$ cat src/rtl/bus_rr_arbiter.sv
// bus_rr_arbiter
//   Four-master round-robin arbiter in front of a single slave bus.
//   An owner keeps the bus while its req stays high. It is pre-empted after
//   QUANTUM completed transfers if another master is waiting.
//   A strobe that waits TIMEOUT cycles for ready ends in a one-cycle TOUT
//   state. TOUT returns an error response to the owner and sets the sticky
//   err flag.
//
// Ports
//   clk, rst        clock (rising edge), synchronous active-high reset
//   req[3:0]        per-master request, held for the whole ownership period
//   gnt[3:0]        one-hot grant (all-zero in IDLE)
//   m_a/m_d[127:0]  per-master address / write data, master i at [32i+31:32i]
//   m_we/m_rd[3:0]  per-master write / read strobes
//   m_spo[127:0]    per-master read data (only the owner's slot is non-zero)
//   m_ready[3:0]    per-master transfer-complete
//   a, d[31:0]      slave address / write data
//   we, rd          slave strobes
//   spo[31:0]       slave read data
//   ready           slave transfer-complete
//   err_clr         clears err (a timeout in the same cycle wins)
//   err, err_id     sticky timeout flag and the index of the master that timed out
//   irq             mirror of err
module bus_rr_arbiter #(
  parameter int QUANTUM = 4,
  parameter int TIMEOUT = 1023
) (
  input  logic         clk,
  input  logic         rst,
  input  logic [3:0]   req,
  output logic [3:0]   gnt,
  input  logic [127:0] m_a,
  input  logic [127:0] m_d,
  input  logic [3:0]   m_we,
  input  logic [3:0]   m_rd,
  output logic [127:0] m_spo,
  output logic [3:0]   m_ready,
  output logic [31:0]  a,
  output logic [31:0]  d,
  output logic         we,
  output logic         rd,
  input  logic [31:0]  spo,
  input  logic         ready,
  input  logic         err_clr,
  output logic         err,
  output logic [1:0]   err_id,
  output logic         irq
);

  localparam int QW = (QUANTUM < 2) ? 1 : $clog2(QUANTUM + 1);

  typedef enum logic [1:0] {IDLE, OWN, TOUT} state_t;

  state_t        r_state;
  logic [1:0]    r_owner;
  logic [1:0]    r_last;
  logic [QW-1:0] r_qcnt;
  logic [10:0]   r_wcnt;
  logic          r_err;
  logic [1:0]    r_err_id;

  logic          w_own_we;
  logic          w_own_rd;
  logic          w_busy;
  logic          w_xfer_done;
  logic          w_waiting;
  logic [QW-1:0] w_qnext;
  logic          w_qexp;
  logic [10:0]   w_wnext;
  logic          w_tout;
  logic [3:0]    w_owner_oh;
  logic          w_others;
  logic [1:0]    w_pick;

  assign w_owner_oh  = 4'b0001 << r_owner;
  assign w_own_we    = m_we[r_owner];
  assign w_own_rd    = m_rd[r_owner];
  assign w_busy      = w_own_we | w_own_rd;
  assign w_xfer_done = (r_state == OWN) && w_busy && ready;
  assign w_waiting   = (r_state == OWN) && w_busy && !ready;
  assign w_qnext     = r_qcnt + QW'(1);
  assign w_qexp      = (QUANTUM != 0) && w_xfer_done && (w_qnext == QW'(QUANTUM));
  assign w_wnext     = r_wcnt + 11'd1;
  assign w_tout      = w_waiting && (w_wnext == 11'(TIMEOUT));
  assign w_others    = |(req & ~w_owner_oh);

  // Round-robin pick: scan last+1 .. last+4 (mod 4) so the previous owner
  // is considered last.
  always_comb begin
    logic       found;
    logic [1:0] idx;
    found  = 1'b0;
    idx    = r_last;
    w_pick = r_last;
    for (int k = 1; k <= 4; k++) begin
      idx = r_last + 2'(k);
      if (!found && req[idx]) begin
        w_pick = idx;
        found  = 1'b1;
      end
    end
  end

  always_ff @(posedge clk) begin
    if (rst) begin
      r_state  <= IDLE;
      r_owner  <= 2'd0;
      r_last   <= 2'd3;
      r_qcnt   <= '0;
      r_wcnt   <= '0;
      r_err    <= 1'b0;
      r_err_id <= 2'd0;
    end else begin
      case (r_state)
        IDLE: begin
          r_qcnt <= '0;
          r_wcnt <= '0;
          if (|req) begin
            r_owner <= w_pick;
            r_state <= OWN;
          end
        end
        OWN: begin
          // A sole requester wraps the quantum count instead of expiring.
          // A master that starts requesting later then waits at most
          // QUANTUM transfers.
          if (w_xfer_done)
            r_qcnt <= w_qexp ? '0 : w_qnext;
          r_wcnt <= w_waiting ? w_wnext : '0;
          if (!req[r_owner]) begin
            r_state <= IDLE;
            r_last  <= r_owner;
          end else if (w_tout) begin
            r_state <= TOUT;
          end else if (w_qexp && w_others) begin
            r_state <= IDLE;
            r_last  <= r_owner;
          end
        end
        TOUT: begin
          r_state  <= IDLE;
          r_last   <= r_owner;
          r_err_id <= r_owner;
        end
        default: r_state <= IDLE;
      endcase

      if (r_state == TOUT)
        r_err <= 1'b1;
      else if (err_clr)
        r_err <= 1'b0;
    end
  end

  // Bus steering: the slave sees only the owner, and only the owner sees the slave.
  always_comb begin
    gnt     = 4'b0000;
    a       = 32'd0;
    d       = 32'd0;
    we      = 1'b0;
    rd      = 1'b0;
    m_spo   = 128'd0;
    m_ready = 4'b0000;
    case (r_state)
      OWN: begin
        gnt                         = w_owner_oh;
        a                           = m_a[{r_owner, 5'b0} +: 32];
        d                           = m_d[{r_owner, 5'b0} +: 32];
        we                          = w_own_we;
        rd                          = w_own_rd;
        m_spo[{r_owner, 5'b0} +: 32] = spo;
        m_ready[r_owner]            = ready;
      end
      TOUT: begin
        gnt                         = w_owner_oh;
        m_spo[{r_owner, 5'b0} +: 32] = 32'hFFFF_FFFF;
        m_ready[r_owner]            = 1'b1;
      end
      default: ;
    endcase
  end

  assign err    = r_err;
  assign err_id = r_err_id;
  assign irq    = r_err;

endmodule
$ cat config.mk
export PLATFORM = sky130hd
export DESIGN_NAME = bus_rr_arbiter
export DESIGN_NICKNAME = d
export VERILOG_FILES = /design/src/rtl/bus_rr_arbiter.sv
export SDC_FILE = /design/constraint.sdc
export NUM_CORES = 1
export LEC_CHECK = 0
export ABC_AREA = 0
export CAP_MARGIN = 10
export CORE_AREA = 10 10 190 192
export DETAILED_ROUTE_END_ITERATION = 16
export DIE_AREA = 0 0 200 202
export PLACE_DENSITY_LB_ADDON = 0.25
export SYNTH_ARGS = -nofsm -noshare
export SYNTH_HDL_FRONTEND = slang
export SYNTH_SLANG_ARGS = --single-unit
$ cat constraint.sdc
create_clock -name clk -period 3.1 [get_ports clk]
set_input_delay 0.62 -clock clk [delete_from_list [all_inputs] [get_ports clk]]
set_output_delay 0.62 -clock clk [all_outputs]
set_load 0.005 [all_outputs]
# Yosys cells after proc, flatten, opt, wreduce, memory -nomap -nowiden
# Cells that the tools add are included.
# Widths: inputs -> output; s select.
[totals]
regBits = 23
latch_bits = 0
ram_bits = 0
rom_bits = 0
input_bits = 304
out_inout_bits = 206
wordCells = 111
n_memories = 0
[op_classes]
add_sub_neg = 6
multipliers = 0
n_div = 0
magnitude_cmp = 6
n_eq_ne = 9
shift = 6
n_mux = 46
bitwise_logic = 6
reduce_logical = 25
[op_table]
columns = ["cell", "n"]
rows = [
  ["$and 128x128->128", 2],
  ["$pmux 128 s2", 1],
  ["$shiftx 128x8->32", 2],
  ["$shift 32x9->128 const A", 1],
  ["$shiftx 32x9->128", 1],
  ["$shiftx 32x9->128 const A", 1],
  ["$mux 32", 2],
  ["$mux 2", 11],
  ["$pmux 11 s2", 1],
  ["$lt 2x3->1 const B", 5],
  ["$mux 1", 15],
  ["$bmux 1 s2", 7],
  ["$add 11x1->11 const B", 1],
  ["$eq 11x10->1 const B", 1],
  ["$mux 11", 1],
  ["$logic_and 1x1->1", 10],
  ["$neg 7->9", 1],
  ["$and 4x4->4", 2],
  ["$pmux 2 s2", 2],
  ["$pmux 4 s2", 1],
  ["$reduce_or 4->1", 2],
  ["$mux 3", 2],
  ["$pmux 3 s2", 1],
  ["$reduce_and 2->1", 3],
  ["other kinds (21)", 28],
]

# Depth between registers and ports, before layout
# Gate-level depths: netlist (run 1).
[depth]
word_depth = 13
depth_mapped = 10
mapped_depth_nobuf = 7

# Worst setup path after synthesis (run 1)
# Ideal clock, no wire load.
[synth_path]
path_type = "reg2out"
startpoint = "reg r_owner[0]"
endpoint = "out m_spo[100]"
t_arrival_ns = 2.123
required_ns = 2.480
path_slack_ns = 0.357
path_stages_with_launch = 8
path_buffers = 3
cell_sequence = "dfxtp_1 > buf_6 > clkbuf_1 > inv_1 > ha_1 > nand4b_1 > clkbuf_1 > nor2_1"
[synth_between]
elab_chain_len = 4
word_cells_on_any_way = 7
cone_classes = "add/sub (1); shift (3); mux (1); bitwise (2)"
[synth_lines]
columns = ["element", "line_no", "rtl"]
rows = [
  ["start, declared", "55", "logic [1:0] r_owner;"],
  ["start signal, assigned", "119", "r_owner <= w_pick;"],
  ["$neg 7->9 (*)", "171, 176", ""],
  ["$shiftx 32x9->128, or another cell as far along", "176", "m_spo[{r_owner, 5'b0} +: 32] = 32'hFFFF_FFFF;"],
  ["$and 128x128->128 (no source line)", "--", ""],
  ["$pmux 128 s2 (*)", "164", "case (r_state)"],
  ["end, declared", "36", "output logic [127:0] m_spo,"],
]
# Every way passes the cells marked *; elsewhere a longest branch is shown, timed or not.

# Worst setup path after layout (run 1)
[layout_path]
startpoint = "in m_d[101]"
endpoint = "out d[5]"
[layout_between]
elab_chain_len = 2
[layout_lines]
columns = ["element", "line_no", "rtl"]
rows = [
  ["start, declared", "33", "input logic [127:0] m_d,"],
  ["$shiftx 128x8->32", "168", "d = m_d[{r_owner, 5'b0} +: 32];"],
  ["$mux 32", "164", ""],
  ["end, declared", "39", "output logic [31:0] d,"],
]
# Every way passes these cells.

==> results of run 1 <==
[cell usage after synthesis, types with 2 or more instances]
cell	count	area [sq um]
a211oi_1	2	15.0
a21o_1	2	15.0
a21oi_1	17	85.1
a311oi_1	3	26.3
and2_1	77	482
and3_1	2	12.5
buf_2	8	40.0
buf_4	2	15.0
clkbuf_1	35	131
dfxtp_1	23	460
ha_1	15	188
inv_1	12	45.0
mux2i_1	3	30.0
mux4_2	67	1510
nand2_1	15	56.3
nand2b_1	2	12.5
nand3_1	5	25.0
nand4_1	5	31.3
nand4b_1	4	35.0
nor2_1	184	691
nor2b_1	9	56.3
nor4_1	2	12.5
o21a_1	2	15.0
o21ai_0	12	60.1
o311ai_0	3	26.3
or3_1	5	31.3
or4b_1	2	20.0
[power groups by stage]
| stage | Clock [W] | Sequential [W] | Combinational (W) |
|---|---|---|---|
| 5_1_grt | 0.000339 | 0.000388 | 0.00367 |
| 4_1_cts | 0.000329 | 0.000384 | 0.00338 |
| 2_1_floorplan | 0 | 0.000360 | 0.00161 |
| 3_3_place_gp | 0 | 0.000390 | 0.00337 |
| 3_5_place_dp | 0 | 0.000390 | 0.00335 |
| 6_report | 0.000303 | 0.000380 | 0.00337 |
[worst max-delay path, delay by kind of cell]
| kind | cells | cell delay [ns] |
|---|---|---|
| and+or+nand+nor | 1 | 0.19 |
| muxes | 1 | 0.58 |
| buffers and inverters | 2 | 1.00 |
[worst max-delay path by stage]
stage,from,to,slack (ns)
3_3_place_gp,m_d[101],d[5],0.12
6_report,m_d[101],d[5],0.08
4_1_cts,r_state[0]$_SDFFE_PP0P_,m_spo[92],0.03
2_1_floorplan,r_owner[0]$_SDFFE_PP0P_,m_spo[100],0.36
5_1_grt,r_owner[0]$_SDFFE_PP0P_,m_spo[50],-0.004
3_5_place_dp,m_d[101],d[5],0.15
[cells by family after synthesis]
group	Yosys count	synth area share
compound gates	58	0.0957
simple gates	320	0.350
mux	70	0.350
flops	23	0.105
buf+inv	59	0.0564
fa+ha+maj	15	0.0427
[timing repair]
action / CTS / global route
pin swaps: 0 / 2
setup buffers: 0 / 5
setup endpoints to repair: 10 / 127
hold buffers: 0 / 0
gates resized for setup: 4 / 7
gates cloned: 0 / 1
[layer usage]
| metal | part of all wire | wire length, microns |
|---|---|---|
| met4 | 0.012 | 376 |
| met3 | 0.10 | 3270 |
| met5 | 0 | 0 |
| met2 | 0.52 | 16400 |
| met1 | 0.36 | 11400 |
[sequential cells by signal (all words and copies together), names as in the netlist]
register and cells:
err_id 2, r_wcnt 11, r_state 2, r_owner 2, r_last 2, r_qcnt 3
err 1
[through the flow]
stage          cells  setup TNS [ns]
2_1_floorplan    545               0
3_3_place_gp    1461               0
3_5_place_dp    1461               0
4_1_cts         1465               0
5_1_grt         1473        -0.00370
6_report        1476               0
[cells in the final DEF (no fill, tap or decap), drive strengths merged, types with 3 or more instances in the layout]
master	count
mux4	67
ha	15
a21oi	18
o21a	3
nor2	184
buf	17
and2	77
nand4	5
o311ai	3
clkbuf	4
clkdlybuf4s50	509
mux2i	3
nand4b	4
nand2	15
inv	11
o21ai	14
a311oi	3
or3	5
nand3	6
nor2b	9
dfxtp	23
diode	5
[area by class of cell]
| cell class | instances | area share |
|---|---|---|
| tap | 442 | 0.0542 |
| clock inverter | 1 | 0.000491 |
| multi-input combinational | 463 | 0.363 |
| sequential | 23 | 0.0461 |
| clock buffer | 3 | 0.00736 |
| inverter | 12 | 0.00479 |
| antenna | 5 | 0.00123 |
| timing repair buffer | 527 | 0.523 |
==> flow_metrics.tcl, run 1 <==
set metrics [dict create \
    synth_cell_types 54 \
    top_usage_layer "met2" \
    antenna_found_initial 4 \
    syn_area_per_cell_sq_um 8.06 \
    drt_wl_total_mm 31.4 \
    fmax_ghz 0.331 \
    reg2reg_to "r_state[0]$_SDFFE_PP0P_" \
    status "completed" \
    finalHoldViolCount 0 \
    end_kind "output port" \
    finalCritPeriodShare 0.976 \
    multi_input_comb_area_sq_um 3700 \
    worst_slack_ns 0.0751 \
    worst_pin_slew_ns 0.558 \
    synth_edf_count 0 \
    fp.coreArea_sq_um 32300 \
    cts_htree_levels 1 \
    dr_total_vias 6072 \
    pwr-share-clk 0.075 \
    grt_pass1_vias 6484 \
    synthesis.nets 864 \
    drc 0 \
    period_needed_ns 3.02 \
    placed_cell_area_sq_um 10000 \
    slowest_stage "mux4_2" \
    holdPathEnd "r_qcnt[1]$_SDFFE_PP0P_" \
    cp_cell_sequence "clkdlybuf4s50_1, mux4_2, and2_1, clkdlybuf4s50_1" \
    via_per_inst 4.11 \
    grt_max_degree 74 \
    critPathMostFrequentCell "clkdlybuf4s50_1" \
    p_comb_frac 0.831 \
    r2r_setup_slack_ns 0.81 \
    grt_remaining_overflow 0 \
    dieArea_sq_um 40400 \
    skew_ns 0.00917 \
    power.density_nw_per_um2 397 \
    peakVddDrop_uv 269 \
    rr_startpoint "r_owner[0]$_SDFFE_PP0P_" \
    hold_path_class "flop to flop" \
    die_w_microns 200 \
    syn_area_sq_um 4390 \
    clock_path_buffers 2 \
    fill_cells 3380 \
    port_buffers 509 \
    p_seq_frac 0.094 \
    worstSetupStartpointType "input pin" \
    ys_seq_area_frac 0.105 \
    hold-worst-slack_ns 0.469 \
    cts_tree "done" \
    maxCapViolCount 0 \
    rr_worst_depth 6 \
    nets 1349 \
    maxSlewHeadroom 0.626 \
    drive_above_1_share 0.104 \
    clkTransAtPathRegs_ns 0.07 \
    cts_num_sinks 23 \
    met1_usage 0.152 \
    synthCells 545 \
    switching_share 0.382 \
    rows 66 \
    final_util 0.316 \
    crit_required_ns 2.48 \
    critPathMaxStageDelay_ns 0.58 \
    dr.pass1.iters 4 \
    async_flop_share 0 \
    root_buffer "clkbuf_16" \
    p_leak_nw 3.56 \
    grt_pass1_wl_mm 43.8 \
    synth_seq_cells 23 \
    antenna_left 0 \
    gr-usage-met3 0.0507 \
    register_area_sq_um 470 \
    finalInstanceArea_sq_um 10200 \
    grt_usage 0.144 \
    die_y_microns 202 \
    place_ws_ns 0.152 \
    cts_inserted_buffers 3 \
    ios 510 \
    switchingPower_w 0.00155 \
    drv_slew 0 \
    grt_util_met2 0.267 \
    crit_type "input pin to output port" \
    crit_fanout 1 \
    hpwlAfterDp_mm 26.8 \
    clk_latency_ns 0.27 \
    drt_iter0_drc 246 \
    wl_per_cell_microns 21.3 \
    power.internal_w 0.00250 \
    hold_path_depth 2 \
    synthToLayoutAreaGrowth_pct 132 \
    gp_congestion 0.871 \
    arrival_ns 2.40 \
    finalSetupViolCount 0 \
    initial_core_util 0.136 \
    worst_hold_startpoint "r_qcnt[1]$_SDFFE_PP0P_" \
    yosys_warnings 0 \
    finalPower_w 0.00405 \
    synth_top_flop_cell "dfxtp_1" \
]
No activity file was read; power rests on OpenSTA's default activity.
==> run 2: changes to the inputs <==
- CAP_MARGIN: 10 -> not set
- SETUP_SLACK_MARGIN: not set -> 0.5
==> flow_metrics.tcl, run 2 (synthesis gave the netlist of run 1 again) <==
set metrics [dict create \
    r2r_setup_slack_ns 0.65 \
    skew_ns 0.00350 \
    end_kind "output port" \
    ios 510 \
    clock_path_buffers 2 \
    gp_congestion 0.843 \
    fin_setup_tns_ns 0 \
    via_per_inst 4.23 \
    worstSetupStartpointType "flop" \
    port_buffers 509 \
    die_w_microns 200 \
    antenna_left 0 \
    rr_startpoint "r_owner[0]$_SDFFE_PP0P_" \
    fill_cells 3317 \
    worst_pin_slew_ns 0.499 \
    critPathMostFrequentCell "buf_6" \
    drc 0 \
    power.internal_w 0.00323 \
    dieArea_sq_um 40400 \
    antenna_found_initial 1 \
    cp_cell_sequence "clkinvlp_4, ha_4, buf_6, nor2_4, nand3_4, buf_6, buf_6, buf_6, buf_16, nor2_4, buf_6" \
    largest_reg_flops 11 \
    arrival_ns 2.13 \
    hold_buffers 0 \
    cts_htree_levels 1 \
    fp.coreArea_sq_um 32300 \
    cts_num_sinks 23 \
    rr_worst_depth 9 \
    pwr-share-clk 0.056 \
    drt_wl_total_mm 35.4 \
    grt_pass1_vias 6765 \
    rows 66 \
    grt_remaining_overflow 0 \
    drt_iter0_drc 286 \
    status "completed" \
    critPathMaxStageDelay_ns 0.38 \
    root_buffer "clkbuf_16" \
    crit_type "flop to output port" \
    cts_tree "done" \
    finalHoldViolCount 0 \
    maxSlewHeadroom 0.666 \
    period_needed_ns 2.75 \
    register_area_sq_um 470 \
    grt_usage 0.155 \
    clk_latency_ns 0.26 \
    dr.pass1.iters 4 \
    path_buf_inv 7 \
    maxCapViolCount 0 \
    hpwlAfterDp_mm 25.8 \
    fmax_ghz 0.364 \
    worst_hold_startpoint "r_qcnt[1]$_SDFFE_PP0P_" \
    cts_inserted_buffers 3 \
    peakVddDrop_uv 284 \
    multi_input_comb_area_sq_um 3960 \
    rsz0062_at_grt "yes" \
    slowest_stage "dfxtp_4" \
    initial_core_util 0.136 \
    biggestRegsByFlops "r_wcnt x11, r_qcnt x3" \
    final_common_cell "clkdlybuf4s50_1" \
    drv_slew 0 \
    drive_above_1_share 0.357 \
    cp_top_family "buffers and inverters" \
    finalCritPeriodShare 0.886 \
    reg2reg_to "r_state[0]$_SDFFE_PP0P_" \
    switchingPower_w 0.00197 \
    p_seq_frac 0.072 \
    wl_per_cell_microns 22.4 \
    dr_total_vias 6669 \
    crit_fanout 8 \
    mostFrequentLayoutCells "clkdlybuf4s50_1, nor2_1, clkbuf_2, and2_1" \
    max_flop_register "r_wcnt" \
    holdPathEnd "r_qcnt[1]$_SDFFE_PP0P_" \
    p_leak_nw 5.28 \
    grt_pass1_wl_mm 46.7 \
    dpl.cell_count 1462 \
    hold_path_depth 2 \
    grt_max_degree 73 \
    p_comb_frac 0.872 \
    die_y_microns 202 \
    nets 1454 \
    synthToLayoutAreaGrowth_pct 157 \
    final_cells 1577 \
    finalSetupViolCount 0 \
    hold_path_class "flop to flop" \
    power.density_nw_per_um2 462 \
    crit_required_ns 2.48 \
    switching_share 0.378 \
    clkTransAtPathRegs_ns 0.06 \
]
## run 2: cell types whose count changed in the layout (fill, tap and decap cells not counted), moves of 37 or more
cell	before	now
clkdlybuf4s50_1	509	304
dlymetal6s2s_1	0	40
buf_4	9	67
clkbuf_2	0	79
nor2_1	182	145
buf_2	0	51
## run 2: layer usage
metal / part of all wire / GRT usage / up-vias
li1: - / - / 3135
met1: 0.36 / 0.164 / 3227
met2: 0.54 / 0.296 / 297
met3: 0.089 / 0.0495 / 10
met4: 0.0047 / 0.0173 / 0
met5: 0 / 0 / -
## run 2: area by class of cell
class,instances,area share
inverter,12,0.00466
clock buffer,4,0.00700
multi-input combinational,463,0.352
timing repair buffer,632,0.546
sequential,23,0.0418
antenna,1,0.000222
tap,442,0.0491
## run 2: timing repair
action / in CTS / in global routing
gates resized for setup: 375 / 322
endpoints found under the hold margin: 0 / 0
setup endpoints to repair: 200 / 183
pin swaps: 7 / 7
buffers inserted: 41 / 50
cloned: 12 / 7
## run 2: metrics by stage
stage | setup slack (ns) | instance area [sq um] | power (W) | utilization | hold slack (ns)
after floorplan | 0.543 | 4400 | 0.00198 | - | 0.432
after detailed placement | 0.232 | 10000 | 0.00373 | 0.310 | 0.452
after CTS | 0.261 | 10700 | 0.00475 | 0.331 | 0.461
after global routing | 0.264 | 11300 | 0.00556 | 0.349 | 0.479
after global placement | 0.227 | 10000 | 0.00375 | 0.310 | 0.442
final | 0.352 | 11300 | 0.00520 | 0.349 | 0.461
## run 2: worst max-delay path by stage
stage | from | endpoint | slack [ns] | cells after the start
after global placement | m_d[4] | d[4] | 0.23 | 4
after detailed placement | m_d[4] | d[4] | 0.23 | 4
final | r_owner[0]$_SDFFE_PP0P_ | m_spo[11] | 0.35 | 11
after floorplan | r_owner[1]$_SDFFE_PP0P_ | m_spo[100] | 0.54 | 8
after CTS | m_d[124] | d[28] | 0.26 | 4
after global routing | r_owner[0]$_SDFFE_PP0P_ | m_spo[11] | 0.26 | 11
## run 2: worst reg2reg max path, stage by stage (launching register included)
cell      delay, ns
dfxtp_4        0.38
buf_12         0.16
buf_16         0.14
buf_4          0.11
mux4_2         0.49
buf_4          0.17
o21ai_2        0.35
a31oi_2        0.12
a311o_1        0.39
o211ai_2       0.07
## run 2: power groups by stage
stage | Sequential, W | Clock, W | Combinational [W]
global placement | 0.000379 | 0 | 0.00337
finish | 0.000377 | 0.000291 | 0.00453
global route | 0.000378 | 0.000311 | 0.00487
floorplan | 0.000360 | 0 | 0.00162
detailed placement | 0.000379 | 0 | 0.00336
CTS | 0.000374 | 0.000302 | 0.00407
